[config.mk]
export PLATFORM = sky130hd
export DESIGN_NAME = ro_freq_meter
export DESIGN_NICKNAME = d
export VERILOG_FILES = /design/src/rtl/ro_freq_meter.sv
export SDC_FILE = /design/constraint.sdc
export NUM_CORES = 1
export LEC_CHECK = 0
export BUFFER_PORTS_ARGS = -buffer_cell sky130_fd_sc_hd__buf_2
export CAP_MARGIN = 5
export CORE_ASPECT_RATIO = 1.25
export CORE_UTILIZATION = 53
export CTS_CLUSTER_DIAMETER = 100
export CTS_CLUSTER_SIZE = 20
export DETAILED_ROUTE_END_ITERATION = 8
export PLACE_DENSITY = 0.77
export SLEW_MARGIN = 10
export SYNTH_ARGS = -nofsm -noshare
export SYNTH_HDL_FRONTEND = slang
export SYNTH_SLANG_ARGS = --single-unit
[constraint.sdc]
create_clock -name wb_clk_i -period 2.35 [get_ports wb_clk_i]
set_clock_uncertainty 0.1 [all_clocks]
set_input_delay 0.1175 -clock wb_clk_i [delete_from_list [all_inputs] [get_ports wb_clk_i]]
set_output_delay 0.1175 -clock wb_clk_i [all_outputs]
set_load 0.01 [all_outputs]
[src/rtl/ro_freq_meter.sv]
// ro_freq_meter: ring-oscillator channel mux plus on-chip frequency meter.
//
// A start request latches a channel, a gate length and (optionally) scan mode.
// The meter then enables the oscillators, waits SETTLE_CYC cycles so that the
// edge synchronizer flushes, and counts rising edges of the latched channel for
// gate_len clock cycles. The count is published one cycle after the DONE state,
// together with a one-cycle result_valid_o pulse.
//
// Optional feature: define RO_SCAN_EN to enable scan mode. In that mode a start
// with scan_i=1 measures channels 0..N_CH-1 back to back with the same gate.
// Without the macro, scan_i is ignored.
//
// Ports:
//   wb_clk_i        clock
//   wb_rst_n_i      asynchronous active-low reset
//   ro_in           pre-divided oscillator outputs (asynchronous)
//   ch_sel          channel for the pad mux and for single measurements
//   gate_len        gate length in clock cycles
//   start_i         measurement request
//   scan_i          scan-mode request (RO_SCAN_EN only)
//   ro_en_o         oscillator enable
//   busy_o          measurement in progress
//   result_o        last edge count
//   result_ch_o     channel that produced result_o
//   result_valid_o  one-cycle pulse when a new result is published
//   overflow_o      last result saturated
//   mux_out_o       combinational ro_in[ch_sel], 0 for out-of-range channels

module ro_freq_meter #(
    parameter int unsigned N_CH       = 10,
    parameter int unsigned SEL_W      = 4,
    parameter int unsigned CNT_W      = 24,
    parameter int unsigned GATE_W     = 20,
    parameter int unsigned SETTLE_CYC = 8
) (
    input  logic              wb_clk_i,
    input  logic              wb_rst_n_i,
    input  logic [N_CH-1:0]   ro_in,
    input  logic [SEL_W-1:0]  ch_sel,
    input  logic [GATE_W-1:0] gate_len,
    input  logic              start_i,
    input  logic              scan_i,
    output logic              ro_en_o,
    output logic              busy_o,
    output logic [CNT_W-1:0]  result_o,
    output logic [SEL_W-1:0]  result_ch_o,
    output logic              result_valid_o,
    output logic              overflow_o,
    output logic              mux_out_o
);

    localparam int unsigned NPad = 2 ** SEL_W;
    localparam int unsigned SetW = $clog2(SETTLE_CYC);

    typedef enum logic [1:0] {StIdle, StSettle, StGate, StDone} state_e;

    state_e            state_q, state_d;
    logic [SEL_W-1:0]  ch_q, ch_d;
    logic [GATE_W-1:0] gate_q, gate_d;
    logic              scan_q, scan_d;
    logic [CNT_W-1:0]  cnt_q, cnt_d;
    logic              ovf_q, ovf_d;
    logic [SetW-1:0]   settle_q, settle_d;
    logic [GATE_W-1:0] gate_cnt_q, gate_cnt_d;
    logic [CNT_W-1:0]  result_q, result_d;
    logic [SEL_W-1:0]  result_ch_q, result_ch_d;
    logic              overflow_q, overflow_d;
    logic              valid_q, valid_d;
    logic              s1_q, s2_q, s3_q;

    // Pad ro_in to the full select range so out-of-range channels read as 0.
    logic [NPad-1:0] ro_pad;
    always_comb begin
        ro_pad = '0;
        ro_pad[N_CH-1:0] = ro_in;
    end

    assign mux_out_o = ro_pad[ch_sel];

    logic edge_det;
    assign edge_det = s2_q & ~s3_q;

    logic scan_more;
    assign scan_more = scan_q && (ch_q != SEL_W'(N_CH - 1));

`ifdef RO_SCAN_EN
    logic unused_scan;
    assign unused_scan = 1'b0;
`else
    logic unused_scan;
    assign unused_scan = scan_i;
`endif

    always_comb begin
        state_d     = state_q;
        ch_d        = ch_q;
        gate_d      = gate_q;
        scan_d      = scan_q;
        cnt_d       = cnt_q;
        ovf_d       = ovf_q;
        settle_d    = settle_q;
        gate_cnt_d  = gate_cnt_q;
        result_d    = result_q;
        result_ch_d = result_ch_q;
        overflow_d  = overflow_q;
        valid_d     = 1'b0;
        ro_en_o     = 1'b0;
        busy_o      = 1'b1;
        unique case (state_q)
            StIdle: begin
                busy_o = 1'b0;
                if (start_i) begin
`ifdef RO_SCAN_EN
                    scan_d = scan_i;
                    ch_d   = scan_i ? '0 : ch_sel;
`else
                    scan_d = 1'b0;
                    ch_d   = ch_sel;
`endif
                    gate_d   = gate_len;
                    cnt_d    = '0;
                    ovf_d    = 1'b0;
                    settle_d = '0;
                    state_d  = StSettle;
                end
            end
            StSettle: begin
                ro_en_o  = 1'b1;
                settle_d = settle_q + SetW'(1);
                if (settle_q == SetW'(SETTLE_CYC - 1)) begin
                    gate_cnt_d = '0;
                    state_d    = (gate_q == '0) ? StDone : StGate;
                end
            end
            StGate: begin
                ro_en_o    = 1'b1;
                gate_cnt_d = gate_cnt_q + GATE_W'(1);
                if (edge_det) begin
                    // Saturate and remember that this measurement overflowed.
                    if (cnt_q == {CNT_W{1'b1}}) begin
                        ovf_d = 1'b1;
                    end else begin
                        cnt_d = cnt_q + CNT_W'(1);
                    end
                end
                if (gate_cnt_q == gate_q - GATE_W'(1)) begin
                    state_d = StDone;
                end
            end
            StDone: begin
                ro_en_o     = scan_more;
                result_d    = cnt_q;
                result_ch_d = ch_q;
                overflow_d  = ovf_q;
                valid_d     = 1'b1;
                if (scan_more) begin
                    ch_d     = ch_q + SEL_W'(1);
                    cnt_d    = '0;
                    ovf_d    = 1'b0;
                    settle_d = '0;
                    state_d  = StSettle;
                end else begin
                    state_d = StIdle;
                end
            end
            default: state_d = StIdle;
        endcase
    end

    always_ff @(posedge wb_clk_i or negedge wb_rst_n_i) begin
        if (!wb_rst_n_i) begin
            state_q     <= StIdle;
            ch_q        <= '0;
            gate_q      <= '0;
            scan_q      <= 1'b0;
            cnt_q       <= '0;
            ovf_q       <= 1'b0;
            settle_q    <= '0;
            gate_cnt_q  <= '0;
            result_q    <= '0;
            result_ch_q <= '0;
            overflow_q  <= 1'b0;
            valid_q     <= 1'b0;
            s1_q        <= 1'b0;
            s2_q        <= 1'b0;
            s3_q        <= 1'b0;
        end else begin
            state_q     <= state_d;
            ch_q        <= ch_d;
            gate_q      <= gate_d;
            scan_q      <= scan_d;
            cnt_q       <= cnt_d;
            ovf_q       <= ovf_d;
            settle_q    <= settle_d;
            gate_cnt_q  <= gate_cnt_d;
            result_q    <= result_d;
            result_ch_q <= result_ch_d;
            overflow_q  <= overflow_d;
            valid_q     <= valid_d;
            // Only the latched channel is synchronized; SETTLE flushes it.
            s1_q        <= ro_pad[ch_q];
            s2_q        <= s1_q;
            s3_q        <= s2_q;
        end
    end

    assign result_o       = result_q;
    assign result_ch_o    = result_ch_q;
    assign overflow_o     = overflow_q;
    assign result_valid_o = valid_q;

endmodule

==> impl_metrics.csv <==
group,metric,value,unit
worst_setup_path,r2r-start,"gate_q[0]$_DFFE_PN0P_",
route,wl_per_cell,16.5,µm
timing,max_freq,412,MHz
power_and_ir_drop,cellPowerDensity,1060,nW/µm²
worst_setup_path,slowest_delay,0.43,ns
worst_setup_path,end_kind,"flip-flop",
yosys,synth-edff-count,0,
worst_setup_path,cp_slowest_cell,"or3b_4",
route,wl,13.1,mm
worst_setup_path,rr_endpoint,"state_q[1]$_DFFE_PN0P_",
cts,clk_latency,0.36,ns
timing,slew_violations,0,
worst_setup_path,cp-endpoint,"state_q[1]$_DFFE_PN0P_",
grt,antenna_found_initial,0,
yosys,synth-xor-area-share,8.42,%
timing,fin_ws,-0.0793,ns
grt,grt_pass1_wl,21.2,mm
yosys,synthTopCellsByCount,"107 x dfrtp_1, 54 x mux2_2, 52 x nor2_1",
floorplan,die_w,94.1,µm
min_path,hold_path.class,"primary input to flip-flop",
layout,final_layout_size_suffix_gt1_share,36.3,%
route,drtIter0Drc,245,
cts,cts_num_sinks,107,
cts,cts.path.max_buffers,2,
yosys,synthMuxAreaShare,13.9,%
floorplan,die_area,11000,µm²
yosys,synth-compound-area-share,4.95,%
yosys,synth-warning-count,0,
floorplan,num_io_pins,71,
yosys,synth-seq-cells,107,
grt,grt_max_degree,70,
timing,period_minus_slack,2.43,ns
route,drt-pass1-iter-count,4,
grt,busiest_layer,"met2",
layout,area_growth,28.3,%
route,vias_per_cell,5.68,
cts,cts_buffers,9,
placed_design,post-dp-hpwl,9.24,mm
cts,clk_pin_slew,0.07,ns
timing,worst_pin_slew,0.529,ns
floorplan,initial_core_util,55.0,%
cts,htreeDepth,3,
grt,grtUsageMet3,3.10,%
layout,fin_nets,709,
route,post-route-drc-count,0,
floorplan,core,10200,µm²
placed_design,placed_cells,748,
worst_setup_path,worstPathMaxFanout,4,
power_and_ir_drop,p_leak,3.33,nW
yosys,synth_area_leaders,"dfrtp_1 48%, mux2_2 11%, xnor2_1 4.4%",
timing,hold_slack,0.161,ns
yosys,synth.distinct_cells,56,
yosys,synthFlopType,"dfrtp_1",
yosys,syn-num-nets,561,
yosys,ys_seq_area_share,47.7,%
route,ant_nets,0,
yosys,async_flop_share,100,%
worst_setup_path,required,2.49,ns
worst_setup_path,worstPathArrival,2.57,ns
timing,final-setup-viol-count,3,
status,outcome,"complete, but fails checks",
cts,cts_root_buffer,"clkbuf_16",
grt,grt_use_met2,46.1,%
worst_setup_path,critPathLaunchType,"flip-flop",
yosys,synth_area,5620,µm²
floorplan,placementRows,41,
power_and_ir_drop,max-vdd-ir-drop,0.766,mV
layout,antenna_cells,0,
yosys,synth_top_family_by_area,"simple AND/OR/NAND/NOR gates",
flow_run,drv_cap,0,
yosys,synthCells,513,
cts,cts_tree,"done",
grt,met1_usage,28.0,%
yosys,synth_top_area_cell,"dfrtp_1",
placed_design,dp_slack,-0.0863,ns
grt,grt_overflow,0,
worst_setup_path,r2r_slack,-0.08,ns
yosys,synth-simple-area-share,20.8,%
grt,grt.total_usage,25.1,%
yosys,avgSynthCellArea,10.9,µm²
timing,fin_crit_sh,103,%
worst_setup_path,path_class,"flip-flop to flip-flop",
yosys,synth_most_common_cell,"dfrtp_1",
status,failed_checks,"negative setup slack",
layout,fill_cells,698,
worst_setup_path,rr_worst_depth,9,
timing,finalHoldViolCount,0,
placed_design,place_congestion,0.933,
placed_design,io_buffers,69,
route,vias,4516,
grt,first_global_vias,4580,
worst_setup_path,startpoint,"gate_q[0]$_DFFE_PN0P_",
yosys,synthAdderAreaFrac,2.23,%
yosys,synth_top_cell_area_share,47.7,%
layout,instances_no_fill,795,
timing,max_slew_margin,64.7,%
timing,rsz0062_at_grt,"yes",
worst_setup_path,crit_chain,"inv_1, ha_2, or3b_4, nor4b_2, o21a_1, o21ai_0, a32oi_1, a31oi_2, mux2_4",
floorplan,die_h,117,µm
power by group:
group / total, mW / internal [mW] / switching (mW)
Clock: 1.50 / 0.750 / 0.749
Sequential: 2.61 / 2.21 / 0.404
Combinational: 3.51 / 1.80 / 1.71
Total: 7.61 / 4.76 / 2.86
per-stage QoR:
step                util [%]  cell area [µm²]  TNS (ns)  total power, mW
floorplan                  -             5640         0             4.49
global placement        63.6             6490   -0.0392             5.57
detailed placement      63.6             6490    -0.165             5.71
CTS                     69.1             7050    -0.109             7.31
global route            70.5             7200     -1.02             8.05
finish                  70.5             7200    -0.157             7.61
sequential cells by signal, summed over array words and instances (netlist names):
| signal | count |
|---|---|
| s1_q | 1 |
| gate_cnt_q | 20 |
| result_ch_o | 4 |
| cnt_q | 24 |
| ch_q | 4 |
| result_o | 24 |
| gate_q | 20 |
| s2_q | 1 |
| state_q | 2 |
| ovf_q | 1 |
| settle_q | 3 |
| s3_q | 1 |
| result_valid_o | 1 |
| overflow_o | 1 |
critical path, delay by kind of cell, from the launching register on:
kind	cells	cell delay (ns)
DFF	1	0.39
muxes	1	0.31
AOI/OAI and AO/OA	4	0.58
and+or+nand+nor	2	0.69
buffers and inverters	1	0.06
adders and majority gates	1	0.18
cells in the final DEF (no fill, tap or decap), types with 4 or more instances in the layout:
cell / instances
mux4_2: 4
dlygate4sd3_1: 25
mux2_2: 54
nand3_1: 14
nand2_1: 36
nand4_1: 16
nand3b_1: 4
mux2i_1: 7
buf_4: 59
clkbuf_16: 9
and3_1: 6
xor2_1: 26
and4_1: 5
inv_1: 6
buf_2: 68
nor3b_1: 6
xnor2_1: 28
nor2_1: 49
nand2b_1: 4
and2_1: 5
nor3_1: 12
dfrtp_1: 107
clkinv_4: 4
o21ai_0: 21
ha_1: 6
or3_1: 7
a21oi_1: 9
kinds of logic (layout without fill, tap and decap cells):
| logic type | after synthesis | count (layout) |
|---|---|---|
| and+or+nand+nor | 203 | 203 |
| adders and majority gates | 10 | 10 |
| xor gates and xnor gates | 54 | 54 |
| DFF | 107 | 107 |
| buffers and inverters | 26 | 179 |
| muxes | 66 | 66 |
| AOI/OAI and AO/OA | 47 | 47 |
worst min path at each step:
stage                     startpoint               endpoint  slack (ns)  cells after the start
after floorplan           wb_rst_n_i    ch_q[0]$_DFFE_PN0P_       -0.28                      0
after global placement    wb_rst_n_i  gate_q[6]$_DFFE_PN0P_        0.03                      1
after detailed placement  wb_rst_n_i  gate_q[3]$_DFFE_PN0P_        0.03                      1
after CTS                   ro_in[2]         s1_q$_DFF_PN0_        0.16                      4
after global routing        ro_in[7]         s1_q$_DFF_PN0_        0.19                      4
final                       ro_in[2]         s1_q$_DFF_PN0_        0.16                      4
what timing repair did:
| item | CTS | global route |
|---|---|---|
| pin swaps | 3 | 8 |
| endpoints found under the setup margin | 11 | 21 |
| buffers inserted | 1 | 5 |
| resized for setup | 4 | 23 |
| endpoints found under the hold margin | 62 | 0 |
| hold buffers | 25 | 0 |
| gates cloned | 0 | 0 |
layout make-up:
cell class	count	area, µm²	area share, %
multi-input cells	380	2960	41.1
inverters	8	30.0	0.417
clock buffers	9	225	3.13
well taps	129	161	2.24
clock inverters	7	68.8	0.956
repair buffers	155	1080	14.9
flip-flops and latches	107	2680	37.2
per-layer routing:
metal  wire [µm]  up-vias  share of wire (%)
li1            -     2131                  -
met1        5090     2229                 39
met2        7140      114                 54
met3         409       42                3.1
met4         466        0                3.6
met5           0        -                  0
No activity file was read; power rests on OpenSTA's default activity.
